[src/rtl/sd112_pkg.sv]
// Shared definitions for the bit-serial subtractor: FSM state encodings and
// the default operand width.
package sd112_pkg;

  localparam int DEFAULT_WIDTH = 8;

  // 2'd3 is never entered. If it is ever seen, it decodes back to IDLE.
  typedef enum logic [1:0] {
    IDLE = 2'd0,
    RUN  = 2'd1,
    DONE = 2'd2
  } state_t;

endpackage

[src/rtl/serial_subtractor_half_subtractor.sv]
// Half-subtractor: the difference bit and the borrow-out of x - y.
// Two of these plus an OR gate form one full-subtractor bit-slice.
module half_subtractor (
  input  logic x,
  input  logic y,
  output logic d,
  output logic bo
);

  assign d  = x ^ y;
  assign bo = ~x & y;

endmodule

[src/rtl/serial_subtractor.sv]
// Bit-serial unsigned subtractor (diff = a - b), LSB first, one bit per clock,
// behind a start/busy/done handshake.
module serial_subtractor
  import sd112_pkg::*;
#(
  parameter int WIDTH = DEFAULT_WIDTH
) (
  input  logic             clk,
  input  logic             rst,
  input  logic             start,
  input  logic [WIDTH-1:0] a,
  input  logic [WIDTH-1:0] b,
  output logic             busy,
  output logic             done,
  output logic [WIDTH-1:0] diff,
  output logic             borrow
);

  localparam int CNT_W = $clog2(WIDTH) + 1;
  localparam logic [CNT_W-1:0] LAST_BIT = CNT_W'(WIDTH - 1);

  state_t           state, next_state;
  logic [WIDTH-1:0] sa, sb, acc;
  logic [CNT_W-1:0] cnt;
  logic             borrow_ff;

  // Full-subtractor slice: x - y - bi.
  logic d_xy, bo_xy, d_bit, bo_in, bo_bit;

  half_subtractor u_hs_xy (
    .x  (sa[0]),
    .y  (sb[0]),
    .d  (d_xy),
    .bo (bo_xy)
  );

  half_subtractor u_hs_bi (
    .x  (d_xy),
    .y  (borrow_ff),
    .d  (d_bit),
    .bo (bo_in)
  );

  assign bo_bit = bo_xy | bo_in;

  // NOTE: every always_comb output gets a default first, so no path can infer a latch.
  always_comb begin
    next_state = IDLE;
    case (state)
      IDLE:    next_state = start ? RUN : IDLE;
      RUN:     next_state = (cnt == LAST_BIT) ? DONE : RUN;
      DONE:    next_state = IDLE;
      default: next_state = IDLE;
    endcase
  end

  // NOTE: sequential state uses non-blocking assignments only, so every flop samples pre-edge values.
  always_ff @(posedge clk or posedge rst) begin
    if (rst) state <= IDLE;
    else     state <= next_state;
  end

  always_ff @(posedge clk or posedge rst) begin
    if (rst) begin
      sa        <= '0;
      sb        <= '0;
      acc       <= '0;
      cnt       <= '0;
      borrow_ff <= 1'b0;
      diff      <= '0;
      borrow    <= 1'b0;
    end else begin
      case (state)
        IDLE: if (start) begin
          sa        <= a;
          sb        <= b;
          borrow_ff <= 1'b0;
          cnt       <= '0;
        end
        RUN: begin
          sa        <= sa >> 1;
          sb        <= sb >> 1;
          acc       <= {d_bit, acc[WIDTH-1:1]};
          borrow_ff <= bo_bit;
          cnt       <= cnt + 1'b1;
          // The result is published only on the last bit. The partial sum never reaches diff.
          if (cnt == LAST_BIT) begin
            diff   <= {d_bit, acc[WIDTH-1:1]};
            borrow <= bo_bit;
          end
        end
        default: ;
      endcase
    end
  end

  assign busy = (state == RUN) || (state == DONE);
  assign done = (state == DONE);

endmodule

[config.mk]
export PLATFORM = sky130hd
export DESIGN_NAME = serial_subtractor
export DESIGN_NICKNAME = d
export VERILOG_FILES = /design/src/rtl/sd112_pkg.sv /design/src/rtl/serial_subtractor_half_subtractor.sv /design/src/rtl/serial_subtractor.sv
export SDC_FILE = /design/constraint.sdc
export NUM_CORES = 1
export LEC_CHECK = 0
export CAP_MARGIN = 20
export CORE_ASPECT_RATIO = 2
export CORE_MARGIN = 2
export CORE_UTILIZATION = 52
export DETAILED_ROUTE_END_ITERATION = 8
export GPL_TIMING_DRIVEN = 0
export PLACE_DENSITY = 0.78
export SYNTH_ARGS = -nofsm -noshare
export SYNTH_HDL_FRONTEND = slang
export SYNTH_HIERARCHICAL = 1
export SYNTH_SLANG_ARGS = --single-unit
export TNS_END_PERCENT = 10
[constraint.sdc]
create_clock -name clk -period 1.82 [get_ports clk]
set_input_delay 0.364 -clock clk [delete_from_list [all_inputs] [get_ports clk]]
set_output_delay 0.364 -clock clk [all_outputs]
set_load 0.03 [all_outputs]
==> metrics.csv, run 1 <==
metric,value,unit
status,completed,
hold_path_depth,2,
rr_startpoint,state[0],
ys_types,20,
fp.dieH,86.9,um
clkLatencyLatePin,0.29,ns
dpl.cell_count,210,
holdWs,0.495,ns
post-dp-hpwl,2.43,mm
seq_area_frac_synth,0.546,
worstRegToRegCells,6,
avgSynthCellArea,12.0,um2
start_util,0.535,
top_layer,met4,
synth_seq_cells,39,
fmax,582,MHz
slew_violations,0,
core,3340,um2
skew,0.00600,ns
routed_wl,3.21,mm
antenna_found_initial,0,
syn2layout_area_growth,22.9,%
synth-async-reset-ratio,1.00,
worstSetupEndpointType,primary output,
syn_area,1790,um2
r2r_setup_slack,0.14,ns
synthCells,149,
hold_class,flop to flop,
finalNetCount,210,
drt-pass1-iter-count,4,
yosys-top-cells-count,"dfrtp_1, nand2_1, o21ai_1",
yosysTopAreaCell,dfrtp_1,
grt_usage,0.189,
finalSetupViolCount,0,
n_fill_cell,278,
cts_hold_buf,0,
synth_area_leaders,"dfrtp_1, mux2i_1, mux2_4, mux2_2, nand2_1",
layout-drive-gt1-share,0.172,
rsz0062_at_grt,no,
root_buffer,clkbuf_8,
drc,0,
wl_per_cell,14.7,um
port_buffers,29,
finalHoldViolations,0,
startpoint_type,flop,
arrival,1.35,ns
powerDensity,1650,nW/um2
drtIter0Drc,13,
total_power,3.62,mW
synth_edf_count,0,
tritoncts,built,
boundaryPins,30,
antenna_left,0,
slew_headroom,0.478,
cts_htree_levels,2,
wl_met3,130,um
worst_ep_required_time,1.46,ns
wl_met2,1.80,mm
synthFlopType,dfrtp_1,
ys_warn_count,6,
wl_met1,1.20,mm
via_per_inst,5.65,
rows,30,
vdd_drop_max,985,uV
place_area,2120,um2
clk_pin_slew_worst_paths,0.07,ns
worstHoldStart,borrow,
min_period,1.72,ns
post-cts-setup-buffers,0,
cts_resized,2,
diodes,0,
gp_congestion,0.706,
r2r-end,cnt[0],
period_share,0.944,
grt_pass1_vias,1264,
synth_nets,174,
cap_violations,0,
die_width,45.5,um
min_to,borrow,
gr-total-overflow,0,
num_vias,1231,
synth.most_common_cell,dfrtp_1,
clock_path_buffers,2,
path_max_fanout,2,
die_area,3950,um2
cts_buffers,5,
p_leak,1.10,nW
crit_type,flop to primary output,
tightest_slew,0.782,ns
grt_pass1_wl,5.47,mm
synth_top_cell_area_share,0.546,
finalInstanceArea,2200,um2
layoutNonFillerInstCount,218,
grt_max_degree,40,
cts.sinks,39,
==> registers in the layout (all words and copies together), names as in the netlist <==
register / flops
sb: 8
cnt: 4
acc: 7
borrow_ff: 1
diff: 8
sa: 8
borrow: 1
state: 2
==> layout make-up <==
class / count / area [um2] / area share
repair buffers: 29 / 288 / 0.131
well taps: 32 / 40.0 / 0.0182
plain buffers: 7 / 53.8 / 0.0245
clock buffers: 7 / 76.3 / 0.0347
flip-flops and latches: 39 / 976 / 0.444
clock inverters: 1 / 5.00 / 0.00228
inverters: 8 / 30.0 / 0.0137
multi-input cells: 95 / 728 / 0.331
==> cells in the final DEF, fill, tap and decap left out <==
cell type / instances
nand4b_2: 1
mux2i_1: 14
nand3_1: 3
inv_1: 7
nand3b_1: 1
dfrtp_1: 39
a22o_1: 2
dlygate4sd2_1: 2
nor2_1: 2
nand2b_1: 2
buf_2: 4
clkdlybuf4s50_1: 27
ha_1: 6
nor2b_1: 1
o211ai_1: 1
o21ai_1: 15
nand2_1: 24
o21ai_0: 6
clkbuf_8: 5
mux2i_4: 1
mux2_4: 7
clkbuf_1: 2
clkinv_2: 1
buf_6: 3
inv_2: 1
mux2_2: 9
==> per-layer routing <==
layer	track usage	vias to the layer above
met3	0.0498	8
met4	0.0829	0
met1	0.200	613
li1	-	576
met5	0	-
met2	0.332	34
==> cells by family after synthesis <==
logic type	Yosys count	share of synthesized area
AOI/OAI and AO/OA	24	0.0728
adders and majority gates	6	0.0420
buffers and inverters	15	0.0469
DFF	39	0.546
muxes	31	0.206
and+or+nand+nor	34	0.0861
==> where the power goes <==
part	total, mW	leakage [nW]	internal [mW]	switching (mW)
Sequential	1.46	0.499	1.23	0.230
Combinational	1.61	0.556	0.780	0.828
Clock	0.554	0.0422	0.269	0.286
==> critical path, cell delays in order (launching register included) <==
cell and delay [ns]:
dfrtp_1 0.35, inv_1 0.06, ha_1 0.26, dlygate4sd2_1 0.39
==> worst max-delay path by stage <==
| stage | from | end | slack, ns | depth (start not counted) |
|---|---|---|---|---|
| 3_3_place_gp | rst | cnt[1] | -0.22 | 2 |
| 2_1_floorplan | state[0] | sa[0] | 0.39 | 5 |
| 3_5_place_dp | state[0] | busy | 0.12 | 3 |
| 5_1_grt | state[1] | sa[2] | 0.007 | 6 |
| 6_report | state[0] | busy | 0.10 | 3 |
| 4_1_cts | state[0] | busy | 0.08 | 3 |
==> per-stage QoR <==
stage	setup TNS [ns]	worst slack, ns	util
after floorplan	0	0.394	-
after global placement	-8.62	-0.223	0.634
after detailed placement	0	0.121	0.634
after CTS	0	0.0848	0.658
after global routing	0	0.00730	0.658
final	0	0.103	0.658
Power figures use the tool's default switching activity.
==> run 2: changes to the inputs <==
==> constraint.sdc (replaced) <==
create_clock -name clk -period 1.82 [get_ports clk]
set_input_delay 0.273 -clock clk [delete_from_list [all_inputs] [get_ports clk]]
set_output_delay 0.273 -clock clk [all_outputs]
set_load 0.03 [all_outputs]
==> results of run 2 <==
The final DEF is identical to that of run 1. Status: completed.
Main changes from that run: setup slack after placement 0.121 ns -> 0.149 ns; setup slack after layout 0.103 ns -> 0.142 ns; hold slack 0.495 ns -> 0.446 ns; end point of the critical path busy -> cnt[0]
